==> src/rtl/muldiv_unit.sv <==
// muldiv_unit: iterative RV64M/RV32M multiply/divide unit.
// Multiplies run shift-add MSB-first into a 2N-bit product. Divides run
// restoring shift-subtract. Both retire one operand bit per CALC cycle.
// Operands are converted to magnitudes up front. Signs are reapplied in FIXUP.
module muldiv_unit #(
  parameter int XLEN = 64
) (
  input  logic            CLK,
  input  logic            RST,
  input  logic            start,
  input  logic [2:0]      op,
  input  logic            word,
  input  logic [XLEN-1:0] a,
  input  logic [XLEN-1:0] b,
  output logic            busy,
  output logic            done,
  output logic [XLEN-1:0] result
);

  localparam int CW = $clog2(XLEN);

  localparam logic [2:0] S_IDLE  = 3'd0;
  localparam logic [2:0] S_PREP  = 3'd1;
  localparam logic [2:0] S_CALC  = 3'd2;
  localparam logic [2:0] S_FIXUP = 3'd3;
  localparam logic [2:0] S_DONE  = 3'd4;

  localparam logic [2:0] OP_MUL    = 3'b000;
  localparam logic [2:0] OP_MULH   = 3'b001;
  localparam logic [2:0] OP_MULHSU = 3'b010;
  localparam logic [2:0] OP_MULHU  = 3'b011;
  localparam logic [2:0] OP_DIV    = 3'b100;
  localparam logic [2:0] OP_DIVU   = 3'b101;
  localparam logic [2:0] OP_REM    = 3'b110;

  typedef struct packed {
    logic [2:0]      op;
    logic            word;
    logic [XLEN-1:0] a;
    logic [XLEN-1:0] b;
  } req_t;

  req_t              req;
  logic [2:0]        state;
  logic [CW-1:0]     cnt;
  logic [XLEN-1:0]   ma, mb, quo, rem;
  logic [2*XLEN-1:0] prod;
  logic              neg_q, neg_r;

  // Operand decode. It is only meaningful while in PREP.
  logic            wm, a_sgn, b_sgn, neg_a, neg_b;
  logic            div0, ovf, min_a, ones_b;
  logic [XLEN-1:0] a_sx, a_zx, b_sx, b_zx, va, vb, mag_a, mag_b;
  logic [XLEN-1:0] fix_v, fix_sx, fix_out;

  // The W-form sign extension only exists when XLEN is wider than the word.
  if (XLEN > 32) begin : g_ext
    assign a_sx   = {{(XLEN-32){req.a[31]}}, req.a[31:0]};
    assign a_zx   = {{(XLEN-32){1'b0}}, req.a[31:0]};
    assign b_sx   = {{(XLEN-32){req.b[31]}}, req.b[31:0]};
    assign b_zx   = {{(XLEN-32){1'b0}}, req.b[31:0]};
    assign fix_sx = {{(XLEN-32){fix_v[31]}}, fix_v[31:0]};
  end else begin : g_noext
    assign a_sx   = req.a;
    assign a_zx   = req.a;
    assign b_sx   = req.b;
    assign b_zx   = req.b;
    assign fix_sx = fix_v;
  end

  assign wm = (XLEN == 32) || req.word;

  // Select which operands are treated as signed for each funct3.
  always_comb begin
    a_sgn = 1'b0;
    b_sgn = 1'b0;
    case (req.op)
      OP_MULH, OP_DIV, OP_REM: begin a_sgn = 1'b1; b_sgn = 1'b1; end
      OP_MULHSU:               a_sgn = 1'b1;
      default: ;
    endcase
  end

  assign va     = wm ? (a_sgn ? a_sx : a_zx) : req.a;
  assign vb     = wm ? (b_sgn ? b_sx : b_zx) : req.b;
  assign neg_a  = a_sgn & (wm ? req.a[31] : req.a[XLEN-1]);
  assign neg_b  = b_sgn & (wm ? req.b[31] : req.b[XLEN-1]);
  assign mag_a  = neg_a ? -va : va;
  assign mag_b  = neg_b ? -vb : vb;
  assign div0   = req.op[2] & (wm ? (req.b[31:0] == 32'd0) : (req.b == '0));
  assign min_a  = wm ? (req.a[31:0] == 32'h8000_0000) : (req.a == {1'b1, {(XLEN-1){1'b0}}});
  assign ones_b = wm ? (req.b[31:0] == 32'hFFFF_FFFF) : (req.b == '1);
  assign ovf    = ((req.op == OP_DIV) || (req.op == OP_REM)) & min_a & ones_b;

  // One iteration step for each algorithm. Bit cnt of the scanned operand is consumed MSB first.
  logic [XLEN:0]     r_sh;
  logic              ge;
  logic [XLEN-1:0]   rem_nx;
  logic [2*XLEN-1:0] prod_nx;

  assign r_sh    = {rem, ma[cnt]};
  assign ge      = r_sh >= {1'b0, mb};
  assign rem_nx  = ge ? (r_sh[XLEN-1:0] - mb) : r_sh[XLEN-1:0];
  assign prod_nx = (prod << 1) + (mb[cnt] ? {{XLEN{1'b0}}, ma} : '0);

  // Sign correction and output slice select. W-forms are sign-extended from bit 31.
  logic [2*XLEN-1:0] prod_s;
  always_comb begin
    prod_s = neg_q ? -prod : prod;
    case (req.op)
      OP_MUL:                      fix_v = prod_s[XLEN-1:0];
      OP_MULH, OP_MULHSU, OP_MULHU: fix_v = wm ? XLEN'(prod_s[63:32]) : prod_s[2*XLEN-1:XLEN];
      OP_DIV, OP_DIVU:             fix_v = neg_q ? -quo : quo;
      default:                     fix_v = neg_r ? -rem : rem;
    endcase
  end

  assign fix_out = wm ? fix_sx : fix_v;

  // Control FSM and datapath registers.
  always_ff @(posedge CLK) begin
    if (!RST) begin
      state  <= S_IDLE;
      req    <= '0;
      cnt    <= '0;
      ma     <= '0;
      mb     <= '0;
      quo    <= '0;
      rem    <= '0;
      prod   <= '0;
      neg_q  <= 1'b0;
      neg_r  <= 1'b0;
      result <= '0;
    end else begin
      case (state)
        S_IDLE, S_DONE: begin
          if (start) begin
            req   <= {op, word, a, b};
            state <= S_PREP;
          end else begin
            state <= S_IDLE;
          end
        end
        S_PREP: begin
          ma   <= mag_a;
          mb   <= mag_b;
          prod <= '0;
          if (div0) begin
            // Divide by zero: the quotient is all ones and the remainder is the dividend.
            quo   <= '1;
            rem   <= va;
            neg_q <= 1'b0;
            neg_r <= 1'b0;
            state <= S_FIXUP;
          end else if (ovf) begin
            // Signed overflow: the quotient is the dividend and the remainder is zero.
            quo   <= va;
            rem   <= '0;
            neg_q <= 1'b0;
            neg_r <= 1'b0;
            state <= S_FIXUP;
          end else begin
            quo   <= '0;
            rem   <= '0;
            neg_q <= neg_a ^ neg_b;
            neg_r <= neg_a;
            cnt   <= wm ? CW'(31) : CW'(XLEN-1);
            state <= S_CALC;
          end
        end
        S_CALC: begin
          if (req.op[2]) begin
            rem <= rem_nx;
            quo <= {quo[XLEN-2:0], ge};
          end else begin
            prod <= prod_nx;
          end
          if (cnt == '0) state <= S_FIXUP;
          else           cnt   <= cnt - 1'b1;
        end
        S_FIXUP: begin
          result <= fix_out;
          state  <= S_DONE;
        end
        default: state <= S_IDLE;
      endcase
    end
  end

  assign busy = (state == S_PREP) || (state == S_CALC) || (state == S_FIXUP);
  assign done = (state == S_DONE);

endmodule

==> config.mk <==
export PLATFORM = sky130hd
export DESIGN_NAME = muldiv_unit
export DESIGN_NICKNAME = d
export VERILOG_FILES = /design/src/rtl/muldiv_unit.sv
export SDC_FILE = /design/constraint.sdc
export NUM_CORES = 2
export LEC_CHECK = 0
export ABC_AREA = 0
export ABC_CLOCK_PERIOD_IN_PS = 8610
export BUFFER_PORTS_ARGS = -buffer_cell sky130_fd_sc_hd__buf_4
export CORE_MARGIN = 1
export CORE_UTILIZATION = 30
export DETAILED_ROUTE_END_ITERATION = 8
export PLACE_DENSITY = 0.42
export SLEW_MARGIN = 20
export SYNTH_ARGS = -nofsm -noshare
export SYNTH_HDL_FRONTEND = slang
export SYNTH_SLANG_ARGS = --single-unit
==> constraint.sdc <==
create_clock -name CLK -period 8.61 [get_ports CLK]
set_clock_uncertainty 0.05 [all_clocks]
set_input_delay 1.722 -clock CLK [delete_from_list [all_inputs] [get_ports CLK]]
set_output_delay 1.722 -clock CLK [all_outputs]
set_load 0.01 [all_outputs]
==> results.sh <==
export IMPL_status="complete, no violations"
export IMPL_final_antenna_net_count=0
export IMPL_avgViaCountPerCell=5.70
export IMPL_synth_edf_count=0
export IMPL_min_period_ps=7310
export IMPL_clockRootBuffer="clkbuf_16"
export IMPL_min_path_type="register to register"
export IMPL_wl_microns=203000
export IMPL_cts_tree="built"
export IMPL_tns_ps=0
export IMPL_ys_seq_area_share_pct=27.7
export IMPL_drv_slew=0
export IMPL_synth_most_common_cell="nand2_1"
export IMPL_cts_resized=0
export IMPL_cts_buffer_depth=3
export IMPL_max_cap_viol_count=0
export IMPL_vias=44200
export IMPL_avgSynthCellArea_sq_um=7.25
export IMPL_synth_common_cells="nand2_1, a21oi_1, dfxtp_1"
export IMPL_drive_gt1_share_pct=9.59
export IMPL_nets=6077
export IMPL_cts_buffers_inserted=79
export IMPL_slowest_stage="a21oi_1"
export IMPL_synth_top_flop_cell="dfxtp_1"
export IMPL_cts_setup_buffers=0
export IMPL_synth_top_area_share_pct=27.7
export IMPL_crit_required_ps=9110
export IMPL_drtIter0Drc=4422
export IMPL_critical_path_class="register to register"
export IMPL_critPathCaptureType="register"
export IMPL_place_ws_ps=1280
export IMPL_yosysTopAreaCell="dfxtp_1"
export IMPL_wl_per_cell_microns=26.1
export IMPL_nFillCells=15300
export IMPL_fmax_mhz=137
export IMPL_fin_crit_sh_pct=84.9
export IMPL_finalPower_w=0.0137
export IMPL_first_global_vias=41800
export IMPL_crit_path_max_incr_delay_ps=960
export IMPL_ys_ff_latch=591
export IMPL_setup_viol=0
export IMPL_vdd_drop_max_v=0.000237
export IMPL_grt_ovfl_total=0
export IMPL_syn_to_final_growth_pct=13.4
export IMPL_io_pins=201
export IMPL_core_region_area_sq_um=141000
export IMPL_drc_errors=0
export IMPL_finalHoldViolCount=0
export IMPL_dp_final_hpwl_microns=156000
export IMPL_die_area_sq_um=144000
export IMPL_htreeDepth=3
export IMPL_place_gp_congestion=0.953
export IMPL_path_cells="mux4_2 > mux4_2 > mux4_2 > and2_1 > ha_1 > a21oi_1 > a21boi_0 > nor4b_1 > nor3_1 > a21oi_1 > buf_4 > o211ai_1 > o211ai_1 > a21oi_1 > nand4_1 > xnor2_1 > o21ai_0"
export IMPL_worst_setup_path_start_kind="register"
export IMPL_syn_nets=6167
export IMPL_die_height_microns=379
export IMPL_tightestPinTransition_ps=1150
export IMPL_syn_area_sq_um=42700
export IMPL_cts_clk_slew_worst_paths_ps=70
export IMPL_die_w_microns=379
export IMPL_stdcell_area_sq_um=48500
export IMPL_syn_instance_count=5895
export IMPL_layout_setup_ws_ps=1300
export IMPL_critical_path_arrival_ps=7810
export IMPL_insertion_delay_ps=700
export IMPL_grt_antenna_before_repair=6
export IMPL_synth_yosys_warnings=0
export IMPL_leakage_nw=18.2
export IMPL_place_area_sq_um=45700
export IMPL_async_flop_share_pct=0
export IMPL_synthDistinctLibCells=84
export IMPL_grt_first_pass_wirelength_microns=293000
export IMPL_holdWs_ps=421
export IMPL_clock_sinks=591
export IMPL_slew_headroom_pct=22.8
export IMPL_rsz0062_at_grt="false"
export IMPL_grt_usage_pct=27.5
export IMPL_portBuffers=200
export IMPL_dr_pass1_iters=6
export IMPL_initial_core_util_pct=30.2
export IMPL_grt_max_degree=189
export IMPL_p_per_area_nw_per_um2=284
export IMPL_hold_buffers=0
export IMPL_rows=138
export IMPL_crit_fanout=19
export IMPL_synth_area_leaders="dfxtp_1, nand2_1, a21oi_1"
-- cell families after synthesis --
logic type	Yosys count	synth area share, %
XOR/XNOR	492	10.1
multiplexers	57	2.60
buffers and inverters	619	5.55
adder cells (fa/ha/maj)	137	4.05
AND/OR/NAND/NOR	2078	22.4
flip-flops	591	27.7
AO/OA/AOI/OAI	1921	27.6
-- through the flow --
step,cells,utilization (%)
final,7760,34.3
after global routing,7758,34.3
after CTS,7758,34.3
after detailed placement,7614,32.3
after global placement,7614,32.3
after floorplan,5895,-
-- critical path, delay by kind of cell, from the launching register on --
kind	cells	cell delay, ps
mux	3	1860
flops	1	750
xor+xnor	1	210
compound gates	7	2460
buf+inv	1	190
simple gates	4	1200
fa+ha+maj	1	400
-- final timing paths --
path	from	to	cells after the start	slack, ps
setup reg to reg	cnt[0]	prod[91]	17	1300
hold / removal	mb[52]	mb[52]	2	420
setup / recovery	cnt[0]	prod[91]	17	1300
hold reg to reg	mb[52]	mb[52]	2	420
-- placed cells by master (no fill, tap or decap), types with 131 or more instances in the layout --
cell,Yosys,final
o21ai_0,508,508
buf_4,2,298
nor2_1,424,417
a21oi_1,653,652
dfxtp_1,591,584
inv_1,147,145
xor2_1,211,211
xnor2_1,281,281
nor3_1,132,131
nand2_1,876,873
ha_1,135,135
-- power breakdown --
group          total [W]  internal (W)  switching, W
Clock            0.00353       0.00209       0.00144
Sequential       0.00388       0.00312      0.000764
Combinational    0.00634       0.00221       0.00412
Total             0.0137       0.00742       0.00632
-- routing by layer --
layer | track usage (%) | wire [microns] | up-vias
met5 | 0 | 0 | -
met4 | 13.9 | 11300 | 0
met3 | 2.96 | 10600 | 310
met2 | 43.1 | 89800 | 1468
met1 | 37.1 | 91100 | 21400
li1 | - | - | 21100
-- state kept, by name (all words and copies together), names as in the netlist --
signal and count:
wm 1, mb 64, cnt 6, b_sx 32
req 67, ma 64, quo 64, rem 64
prod 128, a_sx 32, neg_r 1, state 3
neg_q 1, result 64
-- layout make-up --
class | instances | area, sq um | share of cell area (%)
inverters | 147 | 559 | 1.15
well taps | 1890 | 2360 | 4.88
flip-flops and latches | 591 | 11800 | 24.4
clock inverters | 44 | 578 | 1.19
repair buffers | 301 | 2300 | 4.74
multi-input cells | 4685 | 28600 | 59.1
diodes | 2 | 5.00 | 0.0103
clock buffers | 100 | 2180 | 4.49
Power figures use the tool's default switching activity.
